[src/rtl/dl_demux_pkg.sv]
// Shared types for the stream demultiplexer: skid-buffer state encoding and
// occupancy width.
package dl_demux_pkg;

  localparam int OCC_WIDTH = 2;

  typedef enum logic [1:0] {
    EMPTY = 2'd0,
    ONE   = 2'd1,
    TWO   = 2'd2
  } state_t;

  function automatic logic [OCC_WIDTH-1:0] occ_of(input state_t s);
    case (s)
      ONE:     return 2'd1;
      TWO:     return 2'd2;
      default: return 2'd0;
    endcase
  endfunction

endpackage

[src/rtl/dl_skid_buf.sv]
// Generic 2-entry valid/ready skid buffer with registered ready.
//   state | meaning
//   EMPTY | nothing held; main and skid free
//   ONE   | head word in main; skid free
//   TWO   | main and skid both hold words; input stalled
module dl_skid_buf
  import dl_demux_pkg::*;
#(
  parameter int WIDTH = 8
) (
  input  logic                 clk,
  input  logic                 rst_n,
  input  logic                 in_valid,
  output logic                 in_ready,
  input  logic [WIDTH-1:0]     in_payload,
  output logic                 out_valid,
  input  logic                 out_ready,
  output logic [WIDTH-1:0]     out_payload,
  output logic [OCC_WIDTH-1:0] occupancy
);

  state_t           state_q, state_d;
  logic [WIDTH-1:0] main_q, main_d;
  logic [WIDTH-1:0] skid_q, skid_d;
  logic             ready_q;
  logic             in_fire, out_fire;

  always_ff @(posedge clk or negedge rst_n) begin
    if (!rst_n) begin
      state_q <= EMPTY;
      main_q  <= '0;
      skid_q  <= '0;
      ready_q <= 1'b0;
    end else begin
      state_q <= state_d;
      main_q  <= main_d;
      skid_q  <= skid_d;
      ready_q <= (state_d != TWO);
    end
  end

  always_comb begin
    state_d  = state_q;
    main_d   = main_q;
    skid_d   = skid_q;
    in_fire  = in_valid && ready_q;
    out_fire = (state_q != EMPTY) && out_ready;
    case (state_q)
      EMPTY: begin
        if (in_fire) begin
          main_d  = in_payload;
          state_d = ONE;
        end
      end
      ONE: begin
        if (in_fire && out_fire) begin
          main_d = in_payload;
        end else if (in_fire) begin
          skid_d  = in_payload;
          state_d = TWO;
        end else if (out_fire) begin
          state_d = EMPTY;
        end
      end
      TWO: begin
        // skid is promoted in the same cycle the head leaves
        if (out_fire) begin
          main_d  = skid_q;
          state_d = ONE;
        end
      end
      default: state_d = EMPTY;
    endcase
  end

  assign in_ready    = ready_q;
  assign out_valid   = (state_q != EMPTY);
  assign out_payload = main_q;
  assign occupancy   = occ_of(state_q);

endmodule

[src/rtl/dl_demux32_stream.sv]
// Registered 1-to-N stream demultiplexer: a skid-buffered {sel, data} stream
// steered to one of NUM_OUTPUTS valid/ready destinations in strict FIFO order.
module dl_demux32_stream
  import dl_demux_pkg::*;
#(
  parameter int NUM_BITS    = 32,
  parameter int NUM_OUTPUTS = 32,
  parameter int SEL_WIDTH   = $clog2(NUM_OUTPUTS)
) (
  input  logic                   clk,
  input  logic                   rst_n,
  input  logic                   in_valid,
  output logic                   in_ready,
  input  logic [NUM_BITS-1:0]    in_data,
  input  logic [SEL_WIDTH-1:0]   in_sel,
  output logic [NUM_OUTPUTS-1:0] out_valid,
  input  logic [NUM_OUTPUTS-1:0] out_ready,
  output logic [NUM_BITS-1:0]    out_data,
  output logic [OCC_WIDTH-1:0]   occupancy,
  output logic                   err_drop
);

  localparam int PAY_W = SEL_WIDTH + NUM_BITS;
  localparam int PAD_W = 1 << SEL_WIDTH;

  logic                 in_range;
  logic                 buf_in_valid;
  logic                 head_valid;
  logic                 head_ready;
  logic [PAY_W-1:0]     head_payload;
  logic [SEL_WIDTH-1:0] head_sel;
  logic [PAD_W-1:0]     ready_pad;
  logic                 err_q;

  assign in_range     = ({1'b0, in_sel} < (SEL_WIDTH + 1)'(NUM_OUTPUTS));
  // out-of-range words are still handshaken so the source never stalls on them
  assign buf_in_valid = in_valid && in_range;

  dl_skid_buf #(
    .WIDTH (PAY_W)
  ) u_skid (
    .clk         (clk),
    .rst_n       (rst_n),
    .in_valid    (buf_in_valid),
    .in_ready    (in_ready),
    .in_payload  ({in_sel, in_data}),
    .out_valid   (head_valid),
    .out_ready   (head_ready),
    .out_payload (head_payload),
    .occupancy   (occupancy)
  );

  assign head_sel   = head_payload[NUM_BITS +: SEL_WIDTH];
  assign out_data   = head_payload[NUM_BITS-1:0];
  assign ready_pad  = PAD_W'(out_ready);
  assign head_ready = ready_pad[head_sel];

  always_comb begin
    out_valid = '0;
    for (int i = 0; i < NUM_OUTPUTS; i++) begin
      out_valid[i] = head_valid && (head_sel == SEL_WIDTH'(i));
    end
  end

  always_ff @(posedge clk or negedge rst_n) begin
    if (!rst_n) begin
      err_q <= 1'b0;
    end else begin
      err_q <= in_valid && in_ready && !in_range;
    end
  end

  assign err_drop = err_q;

endmodule

[config.mk]
export PLATFORM = sky130hd
export DESIGN_NAME = dl_demux32_stream
export DESIGN_NICKNAME = d
export VERILOG_FILES = /design/src/rtl/dl_demux_pkg.sv /design/src/rtl/dl_skid_buf.sv /design/src/rtl/dl_demux32_stream.sv
export SDC_FILE = /design/constraint.sdc
export NUM_CORES = 1
export LEC_CHECK = 0
export CORE_MARGIN = 2
export CORE_UTILIZATION = 35
export CTS_CLUSTER_SIZE = 30
export DETAILED_ROUTE_END_ITERATION = 10
export HOLD_SLACK_MARGIN = 0.12
export PLACE_DENSITY_LB_ADDON = 0.2
export SLEW_MARGIN = 15
export SYNTH_ARGS = -nofsm -noshare
export SYNTH_HDL_FRONTEND = slang
export SYNTH_SLANG_ARGS = --single-unit
export TNS_END_PERCENT = 20
[constraint.sdc]
create_clock -name clk -period 2.3 [get_ports clk]
set_input_delay 0.23 -clock clk [delete_from_list [all_inputs] [get_ports clk]]
set_output_delay 0.23 -clock clk [all_outputs]
set_load 0.01 [all_outputs]
Yosys cells after proc, flatten, opt, wreduce, memory -nomap -nowiden
Cells that the tools add are included.
{ "classes": {"order_cmp": 1, "n_eq_ne": 37, "muxes": 13, "bitwise": 1, "n_reduce_logical": 41} }
{ "ops": {"columns": ["cell", "count"], "rows": [
  ["two-way mux 37 bit", 3],
  ["one-hot mux 37 bit (3 select lines)", 1],
  ["== test 5 bit, second input constant", 16],
  ["== test 5 x 4 -> 1 bit, second input constant", 8],
  ["logical AND 1 bit", 35],
  ["== test 5 x 3 -> 1 bit, second input constant", 4],
  ["== test 5 x 2 -> 1 bit, second input constant", 2],
  ["two-way mux 2 bit", 5],
  ["< comparator 5 x 6 -> 1 bit, second input constant", 1],
  ["inequality test 2 x 1 -> 1 bit, second input constant", 3],
  ["one-hot mux 2 bit (3 select lines)", 1],
  ["binary-select mux 1 bit (select 5 bit)", 1],
  ["== test 5 x 1 -> 1 bit, second input constant", 1],
  ["zero test 5 bit", 1],
  ["one-hot mux 2 bit (2 select lines)", 1],
  ["AND reduction 4 bit", 1],
  ["AND reduction 3 bit", 1],
  ["nonzero test 3 bit", 1],
  ["== test 2 x 1 -> 1 bit, second input constant", 1],
  ["== test 2 bit, second input constant", 1],
  ["zero test 2 bit", 1],
  ["inequality test 2 bit, second input constant", 1],
  ["nonzero test 2 bit", 1],
  ["two-way mux 1 bit", 1],
  ["inverter 1 bit", 1]
]} }
{ "totals": {"register_bits": 77, "input_bits": 72, "output_inout_bits": 68, "elab_cells": 97} }

Longest topological paths before layout
Gate-level depths: netlist of the first run.
{ "depth": {"ltp_word": 8, "mapped_depth": 10, "mapped_depth_nobuf": 6} }

Hierarchy
A second synthesis of the first run with hierarchy kept.
{ "hier_totals": {"cells_unflattened": 305, "hier_area_um2": 3789.9} }
{ "modules_own_cells": {"columns": ["module", "instances", "cells_per_inst", "area_each_um2", "seq_area_each_um2"], "rows": [
  ["dl_skid_buf", 1, 223, 3264.4, 1926.8],
  ["dl_demux32_stream", 1, 82, 525.5, 0.0]
]} }

Worst setup path before layout of the first run
No wires, ideal clock.
{ "synth_timing": {"path_kind": "register to register", "start": "register u_skid.main_q[33], in the netlist u_skid.out_payload[33]", "end": "register u_skid.skid_q[0]", "arrival_ns": 2.311, "t_required_ns": 2.175, "slack_ns": -0.136, "path_stages_with_launch": 11, "n_path_buf": 4, "cell_sequence": "dfrtp_1 buf_6 buf_2 mux2i_1 nor3_1 nor3_1 a311oi_4 or3b_1 buf_6 buf_12 mux2_4"} }
{ "synth_via": {"elab_chain_cells": 6} }
{ "synth_rtl": {"columns": ["element", "line_no", "text"], "rows": [
  ["start: declaration", "dl_skid_buf.sv:23", "logic [WIDTH-1:0] main_q, main_d;"],
  ["start signal: assignment", "dl_skid_buf.sv:36", "main_q <= main_d;"],
  ["binary-select mux 1 bit (select 5 bit)", "dl_demux32_stream.sv:56", "assign head_ready = ready_pad[head_sel];"],
  ["two-way mux 1 bit (not written as such)", "dl_demux32_stream.sv:56", null],
  ["logical AND 1 bit", "dl_skid_buf.sv:47", "out_fire = (state_q != EMPTY) && out_ready;"],
  ["logical AND 1 bit", "dl_skid_buf.sv:56", "if (in_fire && out_fire) begin"],
  ["inverter 1 bit (no line)", null, null],
  ["AND reduction 3 bit (no line)", null, null],
  ["end signal: assignment", "dl_skid_buf.sv:37", "skid_q <= skid_d;"],
  ["end: declaration", "dl_skid_buf.sv:24", "logic [WIDTH-1:0] skid_q, skid_d;"]
]} }
No other way between the ends. The select of a mux whose other input is x is not followed.
A chain may end at the register's enable or synchronous reset.

Worst setup path in the final report of the first run
{ "layout_timing": {"start": "register u_skid.main_q[33], in the netlist u_skid.out_payload[33]", "end": "register u_skid.skid_q[21]"} }
The elaborated chain is that of the path after synthesis.

==> results.yml, run 1 <==
routing:
  via_per_inst: 4.82
  wl_per_cell_um: 15.7
  first_pass_iters: 4
  drc_errors: 0
  vias: 2969
  drt_wl_total_um: 9680
  drtAntennaViolNets: 0
  drtIter0Drc: 129
worst_setup_path:
  critPathMaxFanout: 18
  worstSetupPathType: "flop to flop"
  worstRegToRegCells: 8
  worst_setup_path_end_kind: "flop"
  cp.arrival_ns: 2.71
  regToRegEndpoint: "u_skid.skid_q[21]"
  reg2reg_from: "u_skid.out_payload[33]"
  critPathLaunchType: "flop"
  r2r_slack_ns: -0.20
  critPathRequiredTime_ns: 2.51
pwr:
  irDropWorstVdd_mv: 0.521
  total_leakage_power_uw: 0.00262
  power.total_uw: 8580
  p_per_area_nw_per_um2: 1400
floorplan:
  start_util_pct: 35.9
  fp.dieW_um: 115
  ioPinCount: 140
  core-area_um2: 12000
  core.rowCount: 40
  dieArea_um2: 13200
  dieHeight_um: 115
worst_hold_path:
  worstHoldPathType: "flop to flop"
  holdPathEnd: "u_skid.skid_q[15]"
  worstHoldStart: "u_skid.skid_q[15]"
  whs_path_depth: 1
finish:
  drive_above_1_share_pct: 38.4
  regArea_um2: 1930
  fin_nets: 536
  area_growth_syn_to_layout_pct: 41.6
  finalInstanceArea_um2: 6100
  layout.cells.non_filler: 616
  diodes: 0
  nFillCells: 1108
  multi_input_area_um2: 2030
logic_synthesis:
  async_flop_share_pct: 100
  synth_edf_count: 0
  syn_nets: 413
  syn_area_um2: 4310
  ys_ff_latch: 77
  yosysUniqueCellTypes: 32
  ys.flop_type: "dfrtp_1"
  postSynthCellCount: 341
  synth.avg_cell_area_um2: 12.6
  synth_warnings: 0
  ys_seq_area_share_pct: 44.7
clock_tree:
  cts_buffers: 9
  clkTransAtPathRegs_ns: 0.06
  cts_buffer_depth: 2
  root_buffer: "clkbuf_16"
  htree_levels: 3
  insertion_delay_ns: 0.33
  cts.sinks: 77
  cts_tree: "yes"
sta:
  clock_skew_ns: 0.00635
  worst_pin_slew_ns: 0.972
  relSlewSlack_pct: 35.2
  period_share_pct: 109
  hold-worst-slack_ns: 0.498
  layout_min_cycle_time_ns: 2.50
  hold_viol: 0
  fmax_mhz: 400
  setup_violations: 74
  rsz0062_at_grt: "true"
  report.final.slew_viol_count: 0
  fin_ws_ns: -0.200
placement:
  dp_cells: 597
  hpwl_um: 6940
  gp_congestion: 0.879
  port_buffers: 138
  dpl_cell_area_um2: 5740
global_routing:
  grt_pass1_vias: 3128
  grt_max_degree: 78
  grt_pass1_wl_um: 15600
  grt_usage_pct: 14.9
  grt_overflow_total: 0
  grt_antenna_before_repair: 0
outcome:
  failed_checks: "negative setup slack"
  outcome: "finished, violations left"
flow_run:
  cap_violations: 0
-- stage by stage --
| step | utilization, % | setup TNS [ns] | setup WS, ns |
|---|---|---|---|
| after CTS | 50.7 | -13.76 | -0.206 |
| final | 50.8 | -13.35 | -0.200 |
| after global placement | 47.8 | -24.88 | -0.391 |
| after global routing | 50.8 | -18.84 | -0.271 |
| after detailed placement | 47.8 | -26.66 | -0.428 |
| after floorplan | - | -4.20 | -0.119 |
-- critical path: stages, from the launching register on --
cell and delay (ns):
dfrtp_2 0.41, buf_12 0.12, mux4_2 0.50, o22ai_2 0.16, or3_4 0.15, a311oi_4 0.09, or3b_4 0.45, buf_12 0.18
mux2_4 0.31
-- routing by layer --
metal	up-vias	track usage (%)	wire length (um)
li1	1412	-	-
met1	1446	18.5	4240
met2	101	25.7	4720
met3	10	3.53	607
met4	0	4.66	116
met5	-	0	0
-- how the worst max path moves through the flow --
stage / start / endpoint / slack, ns / cells past startpoint
floorplan: u_skid.out_payload[33] / u_skid.skid_q[0] / -0.12 / 9
global placement: out_ready[0] / u_skid.skid_q[11] / -0.39 / 8
detailed placement: out_ready[24] / u_skid.skid_q[21] / -0.43 / 8
CTS: u_skid.out_payload[33] / u_skid.skid_q[21] / -0.21 / 8
global route: u_skid.out_payload[33] / u_skid.out_payload[3] / -0.27 / 10
finish: u_skid.out_payload[33] / u_skid.skid_q[21] / -0.20 / 8
-- cell families after synthesis --
group | synth area share [%]
AOI/OAI and AO/OA | 3.08
DFF | 44.7
other | 0.0870
buffers and inverters | 9.29
and+or+nand+nor | 8.27
muxes | 34.6
-- cells in the final DEF, fill, tap and decap left out, types with 7 or more instances in the layout --
master and n:
clkdlybuf4s50_1 126, mux2_2 86, dfrtp_1 73, mux2_4 30, nor2_1 29, buf_4 18
nor3_1 10, nand2_1 9, clkbuf_16 9, buf_12 7
-- cell usage after synthesis (5+ instances only) --
cell	count	area share (%)
buf_2	8	0.93
buf_4	33	5.7
clkbuf_1	5	0.44
dfrtp_1	77	45
mux2_2	86	22
mux2_4	30	10
mux2i_1	5	1.2
nand2_1	9	0.78
nand2b_1	5	0.73
nor2_1	31	2.7
nor2b_1	7	1.0
nor3_1	11	1.3
-- what timing repair did --
action	in CTS	in global routing
hold buffers	1	0
pin swaps	2	0
endpoints found under the setup margin	92	98
gates resized for setup	24	12
endpoints found under the hold margin	71	0
buffers inserted	2	0
-- power breakdown --
part | switching (uW) | leakage [uW] | internal, uW
Combinational | 1800 | 0.00157 | 2870
Sequential | 438 | 0.000905 | 2090
Clock | 526 | 0.000148 | 845
Total | 2770 | 0.00262 | 5810
-- sequential cells by signal, indices dropped and copies added (netlist names) --
name / count
u_skid.in_ready: 1
u_skid.out_payload: 37
u_skid.skid_q: 37
u_skid.state_q: 2
-- cell type report --
| class | count | share of cell area, % |
|---|---|---|
| tap | 147 | 3.01 |
| multi-input combinational | 210 | 33.2 |
| timing repair buffer | 164 | 27.1 |
| sequential | 77 | 31.7 |
| inverter | 2 | 0.123 |
| clock inverter | 3 | 0.287 |
| clock buffer | 13 | 4.59 |
No activity file was read; power rests on OpenSTA's default activity.
==> run 2: changes to the inputs <==
--- a/config.mk
+++ b/config.mk
@@ -10,9 +10,8 @@
 export CTS_CLUSTER_SIZE = 30
 export DETAILED_ROUTE_END_ITERATION = 10
 export HOLD_SLACK_MARGIN = 0.12
-export PLACE_DENSITY_LB_ADDON = 0.2
+export PLACE_DENSITY = 0.77
 export SLEW_MARGIN = 15
 export SYNTH_ARGS = -nofsm -noshare
 export SYNTH_HDL_FRONTEND = slang
 export SYNTH_SLANG_ARGS = --single-unit
-export TNS_END_PERCENT = 20
==> run 2 against run 1 <==
Net effect: the flow still finishes with violations (negative setup slack); total power increased by 4.4%; utilization increased by 0.91 points; non-clock buffer count grew 2; sequential share of layout area decreased by 0.57 points; clock-buffer cell count decreased by 3; global-route usage up 0.42 points; critical path type unchanged; largest cell class unchanged; largest power group unchanged.
==> results.yml, run 2 (synthesized netlist as in run 1, its figures left out) <==
finish:
  finish.utilization_pct: 51.7
  layout_common_cells: "clkdlybuf4s50_1 (109), mux2_2 (86), dfrtp_1 (74)"
  diodes: 0
  fin_nets: 538
  final_common_cell: "clkdlybuf4s50_1"
  drive_above_1_share_pct: 40.6
  area_growth_syn_to_layout_pct: 44.1
worst_hold_path:
  whs_path_depth: 1
  worstHoldStart: "u_skid.skid_q[27]"
  worstHoldPathType: "flop to flop"
  holdPathEnd: "u_skid.skid_q[27]"
global_routing:
  grt_max_degree: 78
  grt_usage_pct: 15.3
  grt_overflow_total: 0
  grt_pass1_wl_um: 15900
  grt_pass1_vias: 3172
  grt_antenna_before_repair: 0
routing:
  met1_length_um: 4390
  drtAntennaViolNets: 0
  drc_errors: 0
  via_per_inst: 4.95
  met2_length_um: 5020
  wl_per_cell_um: 16.6
  drt_wl_total_um: 10200
  vias: 3057
  drtIter0Drc: 133
  highest_layer: "met4"
  first_pass_iters: 5
  wl_met3_um: 604
sta:
  fmax_mhz: 401
  clock_skew_ns: 0.00548
  hold-worst-slack_ns: 0.502
  fin_ws_ns: -0.193
  setup_violations: 74
  worst_pin_slew_ns: 0.976
  hold_viol: 0
  report.final.slew_viol_count: 0
  period_share_pct: 108
  relSlewSlack_pct: 34.9
  rsz0062_at_grt: "true"
  layout_min_cycle_time_ns: 2.49
floorplan:
  ioPinCount: 140
  fp.dieW_um: 115
  core-area_um2: 12000
  core.rowCount: 40
  dieHeight_um: 115
  dieArea_um2: 13200
  start_util_pct: 35.9
placement:
  hpwl_um: 6940
  place_worst_setup_slack_ns: -0.402
  gp_congestion: 0.922
  port_buffers: 138
clock_tree:
  root_buffer: "clkbuf_16"
  insertion_delay_ns: 0.33
  cts.sinks: 77
  cts_buffer_depth: 2
  htree_levels: 3
  cts_tree: "yes"
  cts_buffers: 9
  clkTransAtPathRegs_ns: 0.06
pwr:
  switchingPower_uw: 2880
  irDropWorstVdd_mv: 0.577
  p_per_area_nw_per_um2: 1440
  clkPwrFrac_pct: 18.3
  total_leakage_power_uw: 0.00291
  sw_frac_of_total_pct: 32.2
  power_frac_seq_pct: 28.3
  p_int_uw: 6070
  p_comb_share_pct: 53.4
outcome:
  failed_checks: "negative setup slack"
  outcome: "finished, violations left"
worst_setup_path:
  reg2reg_from: "u_skid.out_payload[33]"
  r2r_slack_ns: -0.19
  cp.arrival_ns: 2.71
  worstSetupPathType: "flop to flop"
  critPathRequiredTime_ns: 2.51
  worstRegToRegCells: 10
  crit_start: "u_skid.out_payload[33]"
  critPathMaxFanout: 16
  worst_setup_path_end_kind: "flop"
  critPathLaunchType: "flop"
  regToRegEndpoint: "u_skid.skid_q[24]"
flow_run:
  cap_violations: 0
==> run 2: metal layers <==
metal	up-vias	global-route usage [%]
li1	1414	-
met1	1490	18.6
met3	26	3.53
met2	127	26.1
met4	0	6.83
met5	-	0
==> run 2: area by class of cell <==
| class | instances | area, um^2 |
|---|---|---|
| well taps | 147 | 184 |
| multi-input cells | 210 | 2070 |
| inverters | 2 | 7.51 |
| clock buffers | 10 | 239 |
| repair buffers | 166 | 1670 |
| clock inverters | 6 | 109 |
| fillers | 1043 | 5800 |
| flip-flops and latches | 77 | 1930 |
==> run 2: critical path, cell delays in order, from the launching register on <==
cell and delay [ns]:
dfrtp_1 0.41, buf_4 0.15, buf_6 0.13, buf_12 0.12, mux2i_1 0.16, nor3_1 0.08
nor3_2 0.23, a311oi_4 0.13, or3b_4 0.46, buf_12 0.20, mux2_4 0.30
==> run 2: repair_timing <==
| item | CTS | global route |
|---|---|---|
| hold buffers | 1 | 0 |
| buffers inserted | 4 | 1 |
| pin swaps | 2 | 2 |
| endpoints found under the setup margin | 106 | 99 |
| resized for setup | 34 | 34 |
| cloned | 1 | 0 |
| endpoints found under the hold margin | 77 | 0 |
==> run 2: power by group through the flow <==
stage,Sequential [uW],Combinational [uW],Clock [uW]
after floorplan,2370,3420,0
after global placement,2500,4420,0
after detailed placement,2520,4530,0
after CTS,2530,4740,1680
after global routing,2640,5090,1750
final,2530,4780,1640
==> run 2: per-stage QoR <==
| stage | TNS [ns] | area, um^2 | instances | power, uW |
|---|---|---|---|---|
| after global routing | -18.30 | 6210 | 618 | 9470 |
| after floorplan | -3.67 | 4320 | 341 | 5790 |
| after CTS | -13.83 | 6160 | 617 | 8950 |
| final | -11.72 | 6210 | 618 | 8950 |
| after global placement | -23.17 | 5690 | 595 | 6920 |
| after detailed placement | -23.78 | 5690 | 595 | 7050 |
==> run 2: worst max path at each step <==
stage / to / slack [ns] / cells after the start
3_3_place_gp: u_skid.skid_q[10] / -0.38 / 8
3_5_place_dp: u_skid.skid_q[20] / -0.40 / 8
5_1_grt: u_skid.skid_q[17] / -0.28 / 9
4_1_cts: u_skid.skid_q[24] / -0.24 / 8
2_1_floorplan: u_skid.skid_q[0] / -0.12 / 9
6_report: u_skid.skid_q[24] / -0.19 / 10
==> run 3: changes to the inputs <==
--- a/config.mk
+++ b/config.mk
@@ -6,11 +6,12 @@
 export NUM_CORES = 1
 export LEC_CHECK = 0
 export CORE_MARGIN = 2
-export CORE_UTILIZATION = 35
+export CORE_UTILIZATION = 43
+export CTS_BUF_LIST = sky130_fd_sc_hd__clkbuf_8
 export CTS_CLUSTER_SIZE = 30
 export DETAILED_ROUTE_END_ITERATION = 10
 export HOLD_SLACK_MARGIN = 0.12
-export PLACE_DENSITY = 0.77
+export PLACE_DENSITY = 0.78
 export SLEW_MARGIN = 15
 export SYNTH_ARGS = -nofsm -noshare
 export SYNTH_HDL_FRONTEND = slang
==> run 3 against run 2 <==
Net effect: the run still ends with negative setup slack left; via count fell by 1.2%; cell count down 1.5%; maximum frequency shrank 0.57%; sequential power barely moved.
==> results.yml, run 3 (synthesized netlist as in run 1, its figures left out) <==
pwr:
  p_per_area_nw_per_um2: 1390
  total_leakage_power_uw: 0.00274
  irDropWorstVdd_mv: 0.604
floorplan:
  core.rowCount: 36
  ioPinCount: 140
  start_util_pct: 44.1
  fp.dieW_um: 104
  core-area_um2: 9770
  dieArea_um2: 10800
  dieHeight_um: 104
finish:
  layout_common_cells: "clkdlybuf4s50_1 (122), mux2_2 (85), dfrtp_1 (72)"
  fin_nets: 544
  layout.cells.non_filler: 609
  drive_above_1_share_pct: 39.7
  area_growth_syn_to_layout_pct: 42.0
  diodes: 0
  final_common_cell: "clkdlybuf4s50_1"
sta:
  layout_min_cycle_time_ns: 2.51
  setup_violations: 76
  worst_pin_slew_ns: 0.959
  period_share_pct: 109
  clock_skew_ns: 0.0124
  hold-worst-slack_ns: 0.507
  rsz0062_at_grt: "true"
  relSlewSlack_pct: 36.1
  hold_viol: 0
  report.final.slew_viol_count: 0
  fmax_mhz: 399
  fin_ws_ns: -0.208
routing:
  drtIter0Drc: 77
  drt_wl_total_um: 9770
  vias: 3019
  drc_errors: 0
  wl_per_cell_um: 16.0
  via_per_inst: 4.96
  drtAntennaViolNets: 0
  first_pass_iters: 4
worst_setup_path:
  r2r_slack_ns: -0.21
  regToRegEndpoint: "u_skid.skid_q[16]"
  worstSetupPathType: "flop to flop"
  critPathRequiredTime_ns: 2.52
  cp.arrival_ns: 2.72
  critPathMaxFanout: 17
  reg2reg_from: "u_skid.out_payload[33]"
  worst_setup_path_end_kind: "flop"
  critPathLaunchType: "flop"
  worstRegToRegCells: 9
flow_run:
  cap_violations: 0
worst_hold_path:
  holdPathEnd: "u_skid.out_payload[12]"
  worstHoldStart: "u_skid.out_payload[12]"
  worstHoldPathType: "flop to flop"
  whs_path_depth: 1
outcome:
  failed_checks: "negative setup slack"
  outcome: "finished, violations left"
global_routing:
  grt_use_met1_pct: 21.8
  grt.met3_usage_pct: 4.70
  grt_pass1_wl_um: 15600
  grt_pass1_vias: 3130
  grt_usage_pct: 17.9
  grt_antenna_before_repair: 0
  grt_overflow_total: 0
  grt-busiest-layer: "met2"
  grt_util_met2_pct: 31.1
  grt_max_degree: 78
clock_tree:
  clkTransAtPathRegs_ns: 0.08
  htree_levels: 3
  cts_buffer_depth: 2
  root_buffer: "clkbuf_8"
  cts.sinks: 77
  insertion_delay_ns: 0.34
  cts_tree: "yes"
  cts_buffers: 9
placement:
  hpwl_um: 6940
  dp_cells: 583
  gp_congestion: 0.932
  port_buffers: 138
[run 3: cell types whose count changed in the layout (fill, tap and decap cells not counted), moves of 4 or more]
cell | before | now
buf_4 | 20 | 24
clkbuf_8 | 1 | 10
clkdlybuf4s50_1 | 109 | 122
clkbuf_16 | 9 | 2
dlymetal6s2s_1 | 14 | 7
[run 3: critical path: stages (launching register included)]
cell and delay (ns):
dfrtp_2 0.41, buf_4 0.15, buf_4 0.15, mux2_2 0.23
o22ai_2 0.07, o311a_1 0.33, a311oi_4 0.27, or3b_4 0.25
buf_12 0.20, mux2_4 0.32
[run 3: how the worst max path moves through the flow]
| stage | start | end | slack (ns) | cells past startpoint |
|---|---|---|---|---|
| CTS | u_skid.out_payload[33] | out_valid[10] | -0.19 | 6 |
| global route | u_skid.out_payload[33] | u_skid.skid_q[16] | -0.28 | 9 |
| detailed placement | out_ready[16] | u_skid.skid_q[19] | -0.47 | 8 |
| finish | u_skid.out_payload[33] | u_skid.skid_q[16] | -0.21 | 9 |
| global placement | out_ready[16] | u_skid.skid_q[11] | -0.44 | 8 |
| floorplan | u_skid.out_payload[33] | u_skid.skid_q[0] | -0.12 | 9 |
[run 3: power by group]
group          internal (uW)  leakage (uW)  switching (uW)
sequential              2090      0.000904             432
clock                    630      0.000110             481
combinational           3020       0.00172            1880
[run 3: layout make-up]
cell class              count  area, um^2
fillers                   764        3650
inverters                   2        7.51
repair buffers            172        1750
well taps                 133         166
multi-input cells         210        2050
flip-flops and latches     77        1930
clock buffers              10         138
clock inverters             5        76.3
[run 3: through the flow]
stage / util (%) / setup slack [ns] / power, uW / setup TNS, ns / cell area (um^2)
detailed placement: 58.4 / -0.466 / 7120 / -29.63 / 5710
finish: 62.6 / -0.208 / 8530 / -12.57 / 6120
floorplan: - / -0.119 / 5790 / -3.67 / 4320
CTS: 61.3 / -0.192 / 8380 / -10.07 / 5990
global route: 62.6 / -0.283 / 9040 / -19.11 / 6120
global placement: 58.4 / -0.440 / 6970 / -27.92 / 5710
[run 3: repair_timing]
action,in CTS,in global routing
buffers inserted,2,6
pin swaps,0,1
endpoints found under the hold margin,77,0
gates cloned,0,2
endpoints found under the setup margin,101,97
resized for setup,27,16
hold buffers,1,0
[run 3: layer usage]
| layer | vias to the layer above | wire length [um] |
|---|---|---|
| li1 | 1431 | - |
| met3 | 12 | 548 |
| met5 | - | 0 |
| met1 | 1465 | 4200 |
| met4 | 0 | 119 |
| met2 | 111 | 4900 |
==> RTL edit 1, RTL diff (settings of run 2) <==
`NUM_OUTPUTS`: 32 -> 16.
--- a/src/rtl/dl_demux32_stream.sv
+++ b/src/rtl/dl_demux32_stream.sv
@@ -4,7 +4,7 @@
   import dl_demux_pkg::*;
 #(
   parameter int NUM_BITS    = 32,
-  parameter int NUM_OUTPUTS = 32,
+  parameter int NUM_OUTPUTS = 16,
   parameter int SEL_WIDTH   = $clog2(NUM_OUTPUTS)
 ) (
   input  logic                   clk,
Interface: changed (resized in_sel, out_ready and out_valid); port bits go from 140 to 107. The function was not compared with the original's and may differ.
==> RTL edit 1 against run 2 <==
Final cell count is 17% lower; wire length decreased by 23%; final area decreased by 15%; sequential share of layout area is 4.7 points higher; via count fell by 20%; sequential cell count down 2; worst setup slack better by 360 ps; utilization fell by 3.7 points; synthesized area shrank 8.3%; total power shrank 16%; non-clock buffer count shrank 51.
==> RTL edit 1: results (changes against run 2) <==
The fraction of layout instances using a drive strength above 1 is 29.6% (-11 points). Sorting the synthesized cells by how often they occur yields dfrtp_1, mux2_2, buf_4, mux2_1, mux2_4. The global-route met3 utilization came to 3.53% (-0.0046 points). The net count of the mapped netlist was 345 (-16%). The worst hold path belongs to the class in -> async. The routability congestion estimate from global placement is 0.741 (-20%). The number of instances in the synthesized netlist came to 290 (-15%). The filler cell count in the final layout is 983 (-5.8%). The count of cell types in the netlist is 29 (-9.4%). The detailed placement HPWL came to 5690 µm (-18%).

The number of DRC violations after detailed-routing iteration 0 is 59 (-56%). The maximum number of pins on one net before global-route repair is 43 (-45%). The final worst-path cycle share is 92.5% (-16 points).

The number of nets at the end of the flow is 425 (-21%). The run finished with clean final reports. The post-layout instance count excluding filler cells came to 515 (-17%).

The number of buffers inserted to repair setup after CTS came to 0 (-4). The cell total after placement is 498 (-16%). The data arrival time of the critical path came to 2340 ps (-370 ps). The overall routing resource usage is 13.8% (-1.5 points). The largest clock skew in the final design came out at 10.1 ps (+4.61 ps). The aggregate routed wire length came to 7930 µm (-23%). The fraction of power consumed by the clock network came out at 17.2% (-1.1 points).

The total negative slack for setup checks is 0 ps (+11,720 ps). The vias per cell was 4.75 (-3.9%). The met2 usage in global routing came out at 23.5% (-2.6 points). The cell-internal power was 5.11 mW (-16%). The worst-path maximum fanout is 21 (+5).
[RTL edit 1: worst paths after layout]
path | startpoint | to | slack, ps | depth (start not counted)
worst max register to register | u_skid.out_payload[33] | u_skid.out_payload[10] | 170 | 7
worst min register to register | u_skid.skid_q[30] | u_skid.skid_q[30] | 490 | 1
max in group asynchronous | rst_n | u_skid.skid_q[31] | 1320 | 3
worst max-delay path | u_skid.out_payload[33] | u_skid.out_payload[10] | 170 | 7
min in group clk | u_skid.skid_q[30] | u_skid.skid_q[30] | 490 | 1
worst min-delay path | rst_n | u_skid.skid_q[19] | 400 | 2
[RTL edit 1: kinds of logic (layout without fill, tap and decap cells)]
kind of cell           count (synthesis)  after routing  synth area share [%]
AOI/OAI and AO/OA                      6              6                  1.30
buffers and inverters                 47            132                  8.98
DFF                                   75             75                  47.5
muxes                                114            114                  35.7
other                                  1              1                0.0948
and+or+nand+nor                       47             47                  6.42
[RTL edit 1: critical path, cell delays in order, from the launching register on]
cell and delay, ps:
dfrtp_2 440, buf_4 180, mux2i_1 120, a21oi_1 270, nand3_4 160, a31oi_4 240
buf_12 240, mux2_2 350
[RTL edit 1: layer usage]
layer	vias up	wire length [µm]
met2	64	4060
met5	-	0
li1	1138	-
met1	1229	3260
met3	16	418
met4	0	187
[RTL edit 1: repair_timing]
action,CTS,global route
hold endpoints to repair,33,0
setup endpoints to repair,3,24
hold buffers,1,0
resized for setup,4,2
[RTL edit 1: area by class of cell]
| type | count | share of cell area [%] |
|---|---|---|
| sequential | 75 | 35.8 |
| inverter | 1 | 0.0715 |
| clock buffer | 12 | 4.69 |
| multi-input combinational | 168 | 33.0 |
| tap | 140 | 3.33 |
| clock inverter | 4 | 0.500 |
| timing repair buffer | 115 | 22.6 |
==> RTL edit 2, RTL diff (flow settings as in run 2) <==
Without the edit above. The 3 states of `state_t` get a one-hot encoding in 3 bits.
--- a/src/rtl/dl_demux_pkg.sv
+++ b/src/rtl/dl_demux_pkg.sv
@@ -4,10 +4,10 @@
 
   localparam int OCC_WIDTH = 2;
 
-  typedef enum logic [1:0] {
-    EMPTY = 2'd0,
-    ONE   = 2'd1,
-    TWO   = 2'd2
+  typedef enum logic [2:0] {
+    EMPTY = 3'b001,
+    ONE   = 3'b010,
+    TWO   = 3'b100
   } state_t;
 
   function automatic logic [OCC_WIDTH-1:0] occ_of(input state_t s);
Check against the original RTL: no difference found for any inputs over 4 cycles, from zero or initial values and one cycle with rst_n low; so few cycles prove little.
==> RTL edit 2 against run 2 <==
First-iteration DRC count shrank 23%; die area shrank 1.4%; wire length decreased by 4.3%; final area fell by 1.2%; the flow still finishes with violations (setup timing); sequential cell count grew 1; utilization fell by 0.17 points; non-clock buffer count decreased by 1; count of clock-buffer cells in the layout rose by 1; largest cell class unchanged; total power decreased by 17%; synthesized area is 1.5% lower; worst setup slack got worse by 68 ps; synthesized cell count decreased by 1.5%.
==> RTL edit 2: results (changes against run 2) <==
The flow ran to the end, but the final reports show violations. The final reports fail on setup timing. The count of cell types in the netlist is 32 (unchanged). The multiplexer share of the synthesized area is 36.1% (+1.5 points). The post-layout instance count excluding filler cells is 611 (-1.1%). The instance area at placement came out at 0.00564 mm² (-0.81%).

The maximum number of pins on one net before global-route repair came out at 41 (-47%). The worst-path maximum fanout came out at 19 (+3). The later-pin clock latency in the skew report came out at 320 ps. The fraction of layout instances using a drive strength above 1 came out at 33.2% (-7.4 points). The data arrival time of the critical path came out at 2760 ps (+50 ps). The vias per cell is 4.80 (-3.0%). The cell total after placement was 586 (-1.5%).

The total negative slack for setup checks is -13,650 ps (-1930 ps). The number of antenna violations at the first check in global routing is 0 (unchanged). The total of warnings raised by yosys is 0 (unchanged).

The met2 usage in global routing is 26.5% (+0.47 points). The routability congestion estimate from global placement came to 0.776 (-16%). The largest clock skew in the final design is 7.31 ps (+1.83 ps). The deepest clock path buffer count is 2 (unchanged). The proportion of synthesized chip area in sequential cells is 46.0% (+1.3 points). The global-route wire length before repair was 15,200 µm (-4.0%). The fraction of met1 tracks used by global routing was 17.5% (-1.1 points). The detailed placement HPWL is 6760 µm (-2.5%). The number of search-and-repair iterations in the first detailed-routing pass came out at 4 (-1).

The cell with the largest stage delay on the worst path is mux4_2. The setup slack after layout is -261 ps (-67.6 ps). The worst-case reg-to-reg path depth is 7 (-3). Sorting the synthesized cells by how often they occur yields dfrtp_1, mux2_2, buf_4, nor2_1, mux2_4. The number of nets at the end of the flow is 531 (-1.3%). The post-synthesis xor/xnor area fraction is 0% (unchanged). The count of port buffers added during placement came out at 138 (unchanged). The worst min-delay path class is in -> async. The compound-gate portion of the synthesized area came to 2.47% (-0.60 points).

The number of instances in the synthesized netlist came out at 336 (-1.5%). The number of DRC violations after detailed-routing iteration 0 was 102 (-23%). The leakage dissipation was 2.89 nW (-0.41%). The clock-pin slew on the worst setup and hold paths came out at 60 ps (about the same). CTS placed an instance of clkbuf_16 at the clock tree root. The number of global-route vias before repair is 3,143 (-0.91%). In this design, the largest share of critical-path delay is due to multiplexers. The maximum VDD drop came out at 0.528 mV (-8.4%). The global-route met3 utilization is 3.44% (-0.091 points).

The final setup violation count was 76 (+2.7%). The antenna diode instance count is 0 (unchanged). The adder and majority cell fraction of the synthesized area is 0% (unchanged). The proportion of register bits with asynchronous set or reset after synthesis was 100% (unchanged). By area the synthesized netlist is led by dfrtp_1, mux2_2, mux2_4. The number of buffers created by CTS came to 9 (unchanged). The largest stage delay on the critical path came to 530 ps (+70 ps). The overall routing resource usage is 14.7% (-0.65 points).

The aggregate routed wire length came out at 9800 µm (-4.3%). The actual slew at the worst max-slew pin is 550 ps (-427 ps). The number of levels the H-tree was split into was 3 (unchanged). The net count of the mapped netlist came out at 408 (-1.2%).
-- RTL edit 2: through the flow --
step                setup slack (ps)  hold slack, ps  total power, mW
floorplan                       -146           -65.6             4.78
global placement                -416             246             5.68
detailed placement              -449             256             5.80
CTS                             -230             444             7.38
global route                    -334             495             7.85
finish                          -261             446             7.40
-- RTL edit 2: where the power goes --
group	internal, mW	leakage, nW	total (mW)	switching, mW
registers	2.05	0.937	2.45	0.397
clock network	0.872	0.150	1.41	0.538
logic	2.16	1.81	3.54	1.38
-- RTL edit 2: path summary, 6_finish.rpt --
check / from / end / slack (ps)
max: u_skid.out_payload[33] / u_skid.skid_q[5] / -260
max reg2reg: u_skid.out_payload[33] / u_skid.skid_q[5] / -260
max in group asynchronous: rst_n / u_skid.state_q[0] / 1190
min reg2reg: u_skid.skid_q[7] / u_skid.skid_q[7] / 480
min: rst_n / u_skid.skid_q[16] / 450
min in group clk: u_skid.skid_q[7] / u_skid.skid_q[7] / 480
-- RTL edit 2: worst reg2reg max path, delay by kind of cell (launching register included) --
kind	cells	cell delay [ps]
mux	2	870
compound gates	3	800
flops	1	400
buf+inv	2	370
-- RTL edit 2: timing repair --
item	4_1_cts	5_1_grt
resized for setup	12	31
pin swaps	1	0
hold endpoints to repair	39	0
hold buffers	1	0
cloned	1	1
buffers inserted	3	3
endpoints found under the setup margin	88	101
-- RTL edit 2: logic make-up after synthesis --
family                 count (synthesis)
AND/OR/NAND/NOR                       61
AO/OA/AOI/OAI                         13
multiplexers                         127
other                                  1
buffers and inverters                 56
flip-flops                            78
-- RTL edit 2: layout make-up --
class / instances / area [µm²]
repair buffers: 165 / 1720
fillers: 1024 / 5770
well taps: 147 / 184
clock buffers: 11 / 243
clock inverters: 5 / 57.6
inverters: 3 / 11.3
flip-flops and latches: 78 / 1950
multi-input cells: 202 / 1970
-- RTL edit 2: layer usage --
metal  routed length, µm  up-vias  part of all wire, %
met3                 637       11                  6.5
met5                   0        -                    0
met4                 139        0                  1.4
met2                4820      117                   49
li1                    -     1370                    -
met1                4200     1435                   43
